===== src/rtl/conv_window_accum_pkg.sv =====
// Shared definitions for the window accumulator: default data width,
// saturation limits and the FSM state encoding.
package conv_window_accum_pkg;

  localparam int DATA_WIDTH_DEF = 17;

  localparam logic signed [DATA_WIDTH_DEF-1:0] SAT_MAX = {1'b0, {(DATA_WIDTH_DEF-1){1'b1}}};
  localparam logic signed [DATA_WIDTH_DEF-1:0] SAT_MIN = {1'b1, {(DATA_WIDTH_DEF-1){1'b0}}};

  typedef enum logic {
    IDLE  = 1'b0,
    ACCUM = 1'b1
  } state_t;

endpackage


===== src/rtl/conv_window_accum_if.sv =====
// Product-in / result-out stream bundle of the window accumulator.
// The slave side is the accumulator, the master side is its environment.
interface conv_window_accum_if #(
  parameter int DW = conv_window_accum_pkg::DATA_WIDTH_DEF
);

  logic                 in_valid;
  logic                 in_ready;
  logic signed [DW-1:0] in_data;
  logic signed [DW-1:0] bias;

  logic                 out_valid;
  logic                 out_ready;
  logic signed [DW-1:0] out_data;
  logic                 out_sat;

  modport slave (
    input  in_valid, in_data, bias, out_ready,
    output in_ready, out_valid, out_data, out_sat
  );

  modport master (
    output in_valid, in_data, bias, out_ready,
    input  in_ready, out_valid, out_data, out_sat
  );

endinterface


===== src/rtl/conv_window_accum_sat_add.sv =====
// Two's-complement adder that clamps to the representable range on overflow
// instead of wrapping; no widening, so overflow is read from the sign bits.
module accum_sat_add #(
  parameter int W = conv_window_accum_pkg::DATA_WIDTH_DEF
) (
  input  logic signed [W-1:0] a,
  input  logic signed [W-1:0] b,
  output logic signed [W-1:0] sum,
  output logic                ovf
);

  localparam logic signed [W-1:0] MAX_VAL = {1'b0, {(W-1){1'b1}}};
  localparam logic signed [W-1:0] MIN_VAL = {1'b1, {(W-1){1'b0}}};

  logic signed [W-1:0] raw;

  assign raw = a + b;
  assign ovf = (a[W-1] == b[W-1]) && (raw[W-1] != a[W-1]);
  assign sum = ovf ? (a[W-1] ? MIN_VAL : MAX_VAL) : raw;

endmodule


===== src/rtl/conv_window_accum.sv =====
// Sums TERMS signed products plus a per-window bias with saturation and hands
// each window result to a one-entry, zero-bubble output buffer.
module conv_window_accum
  import conv_window_accum_pkg::*;
#(
  parameter int DATA_WIDTH = DATA_WIDTH_DEF,
  parameter int TERMS      = 9,
  parameter int CNT_WIDTH  = $clog2(TERMS + 1)
) (
  input  logic                 clk,
  input  logic                 rst_n,
  input  logic                 clear,
  conv_window_accum_if.slave   bus
);

  state_t                       state_reg, state_next;
  logic signed [DATA_WIDTH-1:0] acc_reg, acc_next;
  logic [CNT_WIDTH-1:0]         cnt_reg, cnt_next;
  logic                         sat_reg, sat_next;

  logic                         out_valid_reg;
  logic signed [DATA_WIDTH-1:0] out_data_reg;
  logic                         out_sat_reg;

  logic signed [DATA_WIDTH-1:0] op_a, sum;
  logic                         ovf;
  logic                         last_beat, accept, complete, win_flag;

  // cnt is 0 whenever the FSM is in IDLE, so this also covers TERMS == 1.
  assign last_beat = (cnt_reg == CNT_WIDTH'(TERMS - 1));
  assign bus.in_ready = !(last_beat && out_valid_reg && !bus.out_ready);
  assign accept    = bus.in_valid && bus.in_ready && !clear;
  assign complete  = accept && last_beat;

  assign op_a     = (state_reg == IDLE) ? bus.bias : acc_reg;
  assign win_flag = ((state_reg == IDLE) ? 1'b0 : sat_reg) | ovf;

  accum_sat_add #(.W(DATA_WIDTH)) u_add (
    .a   (op_a),
    .b   (bus.in_data),
    .sum (sum),
    .ovf (ovf)
  );

  always_comb begin
    state_next = state_reg;
    acc_next   = acc_reg;
    cnt_next   = cnt_reg;
    sat_next   = sat_reg;
    if (clear) begin
      state_next = IDLE;
      acc_next   = '0;
      cnt_next   = '0;
      sat_next   = 1'b0;
    end else if (accept) begin
      acc_next = sum;
      sat_next = win_flag;
      if (last_beat) begin
        state_next = IDLE;
        cnt_next   = '0;
      end else begin
        state_next = ACCUM;
        cnt_next   = cnt_reg + CNT_WIDTH'(1);
      end
    end
  end

  always_ff @(posedge clk or negedge rst_n) begin
    if (!rst_n) begin
      state_reg <= IDLE;
      acc_reg   <= '0;
      cnt_reg   <= '0;
      sat_reg   <= 1'b0;
    end else begin
      state_reg <= state_next;
      acc_reg   <= acc_next;
      cnt_reg   <= cnt_next;
      sat_reg   <= sat_next;
    end
  end

  // A completion wins over a drain so a result can be replaced without a bubble.
  always_ff @(posedge clk or negedge rst_n) begin
    if (!rst_n) begin
      out_valid_reg <= 1'b0;
      out_data_reg  <= '0;
      out_sat_reg   <= 1'b0;
    end else if (complete) begin
      out_valid_reg <= 1'b1;
      out_data_reg  <= sum;
      out_sat_reg   <= win_flag;
    end else if (out_valid_reg && bus.out_ready) begin
      out_valid_reg <= 1'b0;
    end
  end

  assign bus.out_valid = out_valid_reg;
  assign bus.out_data  = out_data_reg;
  assign bus.out_sat   = out_sat_reg;

endmodule


===== src/flat_wrapper.sv =====
// flat-port wrapper written by rule: the top's interface ports become plain ports
module conv_window_accum_flat import conv_window_accum_pkg::*;
#(
  parameter int DATA_WIDTH = DATA_WIDTH_DEF,
  parameter int TERMS      = 9,
  parameter int CNT_WIDTH  = $clog2(TERMS + 1)
)
  (clk, rst_n, clear, bus_in_valid, bus_in_data, bus_bias, bus_out_ready, bus_in_ready, bus_out_valid, bus_out_data, bus_out_sat);
  conv_window_accum_if #(.DW((17))) bus_i ();
  input  logic clk;
  input  logic rst_n;
  input  logic clear;
  input wire logic [$bits(bus_i.in_valid)-1:0] bus_in_valid;
  input wire logic [$bits(bus_i.in_data)-1:0] bus_in_data;
  input wire logic [$bits(bus_i.bias)-1:0] bus_bias;
  input wire logic [$bits(bus_i.out_ready)-1:0] bus_out_ready;
  output wire logic [$bits(bus_i.in_ready)-1:0] bus_in_ready;
  output wire logic [$bits(bus_i.out_valid)-1:0] bus_out_valid;
  output wire logic [$bits(bus_i.out_data)-1:0] bus_out_data;
  output wire logic [$bits(bus_i.out_sat)-1:0] bus_out_sat;
  assign bus_i.in_valid = bus_in_valid;
  assign bus_i.in_data = bus_in_data;
  assign bus_i.bias = bus_bias;
  assign bus_i.out_ready = bus_out_ready;
  assign bus_in_ready = bus_i.in_ready;
  assign bus_out_valid = bus_i.out_valid;
  assign bus_out_data = bus_i.out_data;
  assign bus_out_sat = bus_i.out_sat;
  conv_window_accum #(.DATA_WIDTH(DATA_WIDTH), .TERMS(TERMS), .CNT_WIDTH(CNT_WIDTH)) u_core (.clk(clk), .rst_n(rst_n), .clear(clear), .bus(bus_i));
endmodule

===== config.mk =====
export PLATFORM = sky130hd
export DESIGN_NAME = conv_window_accum_flat
export DESIGN_NICKNAME = d
export VERILOG_FILES = /design/src/rtl/conv_window_accum_pkg.sv /design/src/rtl/conv_window_accum_if.sv /design/src/rtl/conv_window_accum_sat_add.sv /design/src/rtl/conv_window_accum.sv /design/src/flat_wrapper.sv
export SDC_FILE = /design/constraint.sdc
export NUM_CORES = 1
export LEC_CHECK = 0
export CAP_MARGIN = 20
export CORE_MARGIN = 5
export CORE_UTILIZATION = 40
export CTS_CLUSTER_DIAMETER = 200
export CTS_CLUSTER_SIZE = 12
export DETAILED_ROUTE_END_ITERATION = 8
export GPL_TIMING_DRIVEN = 0
export PLACE_DENSITY_LB_ADDON = 0.1
export SYNTH_ARGS = -nofsm -noshare
export SYNTH_HDL_FRONTEND = slang
export SYNTH_SLANG_ARGS = --single-unit

===== constraint.sdc =====
create_clock -name clk -period 4 [get_ports clk]
set_input_delay 0.4 -clock clk [delete_from_list [all_inputs] [get_ports clk]]
set_output_delay 0.4 -clock clk [all_outputs]
set_load 0.03 [all_outputs]

==> results.cfg <==
[run_status]
run_status = completed

[timing]
clock_skew_ps = 4.52
rsz0062_at_grt = no
max_slew_margin_pct = 47.2
final_min_period_over_clock_period_pct = 96.0
fin_hold_ws_ps = 372
drv_slew = 0
maxClockFrequency_ghz = 0.260
count_of_final_setup_violators = 0
final_period_minus_worst_setup_slack_ps = 3840
hold_viol_final = 0
worst-slew-pin-transition_ps = 792

[placed_design]
number_of_input_and_output_port_buffers_inserted = 57
post-dp-hpwl_mm = 6.36
cell_total_after_placement = 476
detailed_place.area_mm2 = 0.00371
globalplace.congestion = 0.828

[finish]
fraction_of_final_layout_cells_with_drive_strength_greater_than_1_pct = 18.9
postLayoutCellArea_mm2 = 0.00383
insertedDiodeCount = 0
stdcell_count = 485
area_delta_synth_final_pct = 27.7
layout.nets = 443

[setup_path]
setup.worst_path.class = reg2reg
critPathArrivalTime_ps = 3990
critical_path_required_ps = 4150
buffers_plus_inverters_on_the_worst_setup_path = 3
critPathLaunchType = flop
r2r-start = u_core.state_reg
crit_chain = clkbuf_1 -> clkbuf_2 -> mux2_2 -> ha_1 -> a21oi_1 -> o21ai_1 -> a2111o_1 -> a31o_4 -> buf_6 -> a21oi_4 -> a211oi_2
cp_slowest_cell = clkbuf_1
regToRegSetupSlack_ps = 160
critical_path.max_fanout = 10
timing.critical_path.slowest_cell_delay_ps = 540
timing.reg2reg.worst_path_depth = 11
critical_path.endpoint_type = flop
crit_family = compound AO/OA/AOI/OAI gates
rr_endpoint = u_core.acc_reg[9]

[pwr]
vdd_drop_max_v = 0.000178
fin_total_pwr_mw = 1.32
clock_power_share_pct = 25.4
combPwrFrac_pct = 38.9
p_sw_share_pct = 34.9
p_per_area_mw_per_mm2 = 346
pwr-share-seq_pct = 35.7
power.net_switching_mw = 0.462
p_leak_nw = 1.59
internal_power_mw = 0.861

[global_route]
first_pass_grt_wire_length_mm = 13.1
gr-total-overflow = 0
grt_use_total_pct = 18.3
antenna_found_initial = 0
maximum_number_of_pins_on_one_net_before_global_route_repair = 32
grt_pass1_vias = 2608

[detailed_routing]
drt-vias-per-instance = 5.32
route.vias.total = 2581
routed_wire_length_per_instance_um = 16.8
routed_wl_mm = 8.15
tritonroute_pass_1_iters = 4
drt_drc_violations_left = 0
final_antenna_net_count = 0
drt-initial-drc-count = 127

[worst_hold_path]
hold_path.class = in2reg
hold-path-cell-count = 2
end_of_the_worst_hold_path = u_core.acc_reg[13]
timing.hold.worst.start = clear

[synthesis]
synthMostInstantiatedCell = dfrtp_1
number_of_synthesized_flops_with_an_enable_pin = 0
synth-async-reset-ratio_pct = 100
synth_area_mm2 = 0.00300
synthesis.area_per_instance_um2 = 9.40
synthCells = 319
synth-warning-count = 0
synth_xor_area_share_pct = 3.21
post_synth_mux_area_share_pct = 6.34
post_synth_main_area_contributors = dfrtp_1 35%, ha_1 7.5%, mux2_2 6.0%
synth_largest_type_area_fraction_pct = 35.0
post_synth_fa_ha_maj_area_fraction_pct = 8.51
fraction_of_the_mapped_netlist_area_in_compound_gates_pct = 28.1
nets_in_the_synthesized_netlist = 377
synth_largest_area_cell = dfrtp_1
yosys.area_share.simple_pct = 14.6
combinational_family_with_the_most_area_after_synthesis = compound AO/OA/AOI/OAI gates
synth_flop_cell = dfrtp_1
synth_commonest_cells = 42 x dfrtp_1, 40 x nand2_1, 35 x nor2_1, 25 x a21oi_1, 18 x ha_1
yosysSeqAreaShare_pct = 35.0
ys_types = 54
synth.ff_latch_count = 42

[die]
start_util_pct = 41.1
die_ar_mm2 = 0.00933
die_h_um = 96.6
rows = 31
io-pin-count = 59
floorplan.core_area_mm2 = 0.00729
chipWidth_um = 96.6

[job]
timing.max_cap.violations = 0

[clock_network]
cts.htree.levels = 2
worst_skew_pair.late_latency_ps = 290
clockRootBuffer = clkbuf_8
tritoncts = done
cts.clk_slew.worst_paths_ps = 80
cts-buffers-inserted = 5
clk_path_buf_depth = 2
cts_num_sinks = 42
post_cts_buffers = 0
worst register-to-register path, cell delays in order, from the launching register on:
cell and delay (ps):
dfrtp_1 370, clkbuf_1 540, clkbuf_2 430, mux2_2 380
ha_1 360, a21oi_1 230, o21ai_1 150, a2111o_1 500
a31o_4 270, buf_6 180, a21oi_4 180, a211oi_2 90
placed cells by master, fill, tap and decap left out, types with 2 or more instances in the layout:
cell,Yosys,layout
a211o_1,2,2
a211oi_1,3,3
a211oi_2,11,11
a21o_1,5,5
a21oi_1,25,25
a21oi_2,6,6
a21oi_4,6,6
a31oi_1,2,2
buf_2,8,9
buf_6,2,2
clkbuf_1,6,5
clkbuf_8,0,5
clkdlybuf4s50_1,0,56
clkinv_2,0,2
dfrtp_1,42,42
ha_1,18,18
inv_1,9,9
mux2_2,16,16
nand2_1,40,40
nand2b_1,4,4
nand4_1,2,2
nor2_1,35,35
nor3_1,6,6
o211ai_1,4,4
o21ai_0,12,12
o21ai_1,13,13
o22ai_1,2,2
or3_1,2,2
xnor2_1,7,7
xor2_1,4,4
repair_timing:
item,in CTS,in global routing
hold buffers,1,0
resized for setup,1,0
setup endpoints to repair,4,0
hold endpoints to repair,11,0
area by class of cell:
cell class / count / area [um2]
multi-input cells: 251 / 1820
well taps: 99 / 124
inverters: 9 / 33.8
plain buffers: 17 / 93.8
flip-flops and latches: 42 / 1050
clock buffers: 5 / 68.8
clock inverters: 3 / 40.0
fillers: 746 / 3460
repair buffers: 59 / 596
logic make-up (layout without fill, tap and decap cells):
group,after synthesis,in the layout
compound gates,105,105
xor+xnor,11,11
buf+inv,26,93
mux,17,17
simple gates,98,98
fa+ha+maj,20,20
flops,42,42
power by group through the flow:
stage          clock network (mW)  registers (mW)  logic (mW)
2_1_floorplan                   0           0.492       0.350
3_3_place_gp                    0           0.481       0.505
3_5_place_dp                    0           0.481       0.513
4_1_cts                     0.344           0.473       0.517
5_1_grt                     0.365           0.476       0.560
6_report                    0.337           0.473       0.514
how the worst max path moves through the flow:
stage                          start                  to  slack, ps  depth (start not counted)
floorplan           u_core.state_reg   u_core.acc_reg[4]        760                         11
detailed placement  u_core.state_reg   u_core.acc_reg[9]        -10                         11
CTS                 u_core.state_reg   u_core.acc_reg[9]        170                         11
global route        u_core.state_reg  u_core.acc_reg[13]         20                         11
finish              u_core.state_reg   u_core.acc_reg[9]        160                         11
global placement    u_core.state_reg   u_core.acc_reg[6]         50                         11
routing by layer:
layer  up-vias  global-route usage, %  share of wire [%]
met5         -                      0                  0
met4         0                   2.69               0.55
met3         6                   2.87                4.1
met2        55                   31.6                 49
met1      1247                   24.7                 47
li1       1273                      -                  -
metrics by stage:
stage / setup TNS, ps / util, % / setup slack (ps)
after global placement: 0 / 50.7 / 45.9
after detailed placement: -21.1 / 50.9 / -13.4
after CTS: 0 / 52.5 / 167
after global routing: 0 / 52.5 / 19.2
final: 0 / 52.5 / 160
after floorplan: 0 / - / 759
No activity file was read; power rests on OpenSTA's default activity.
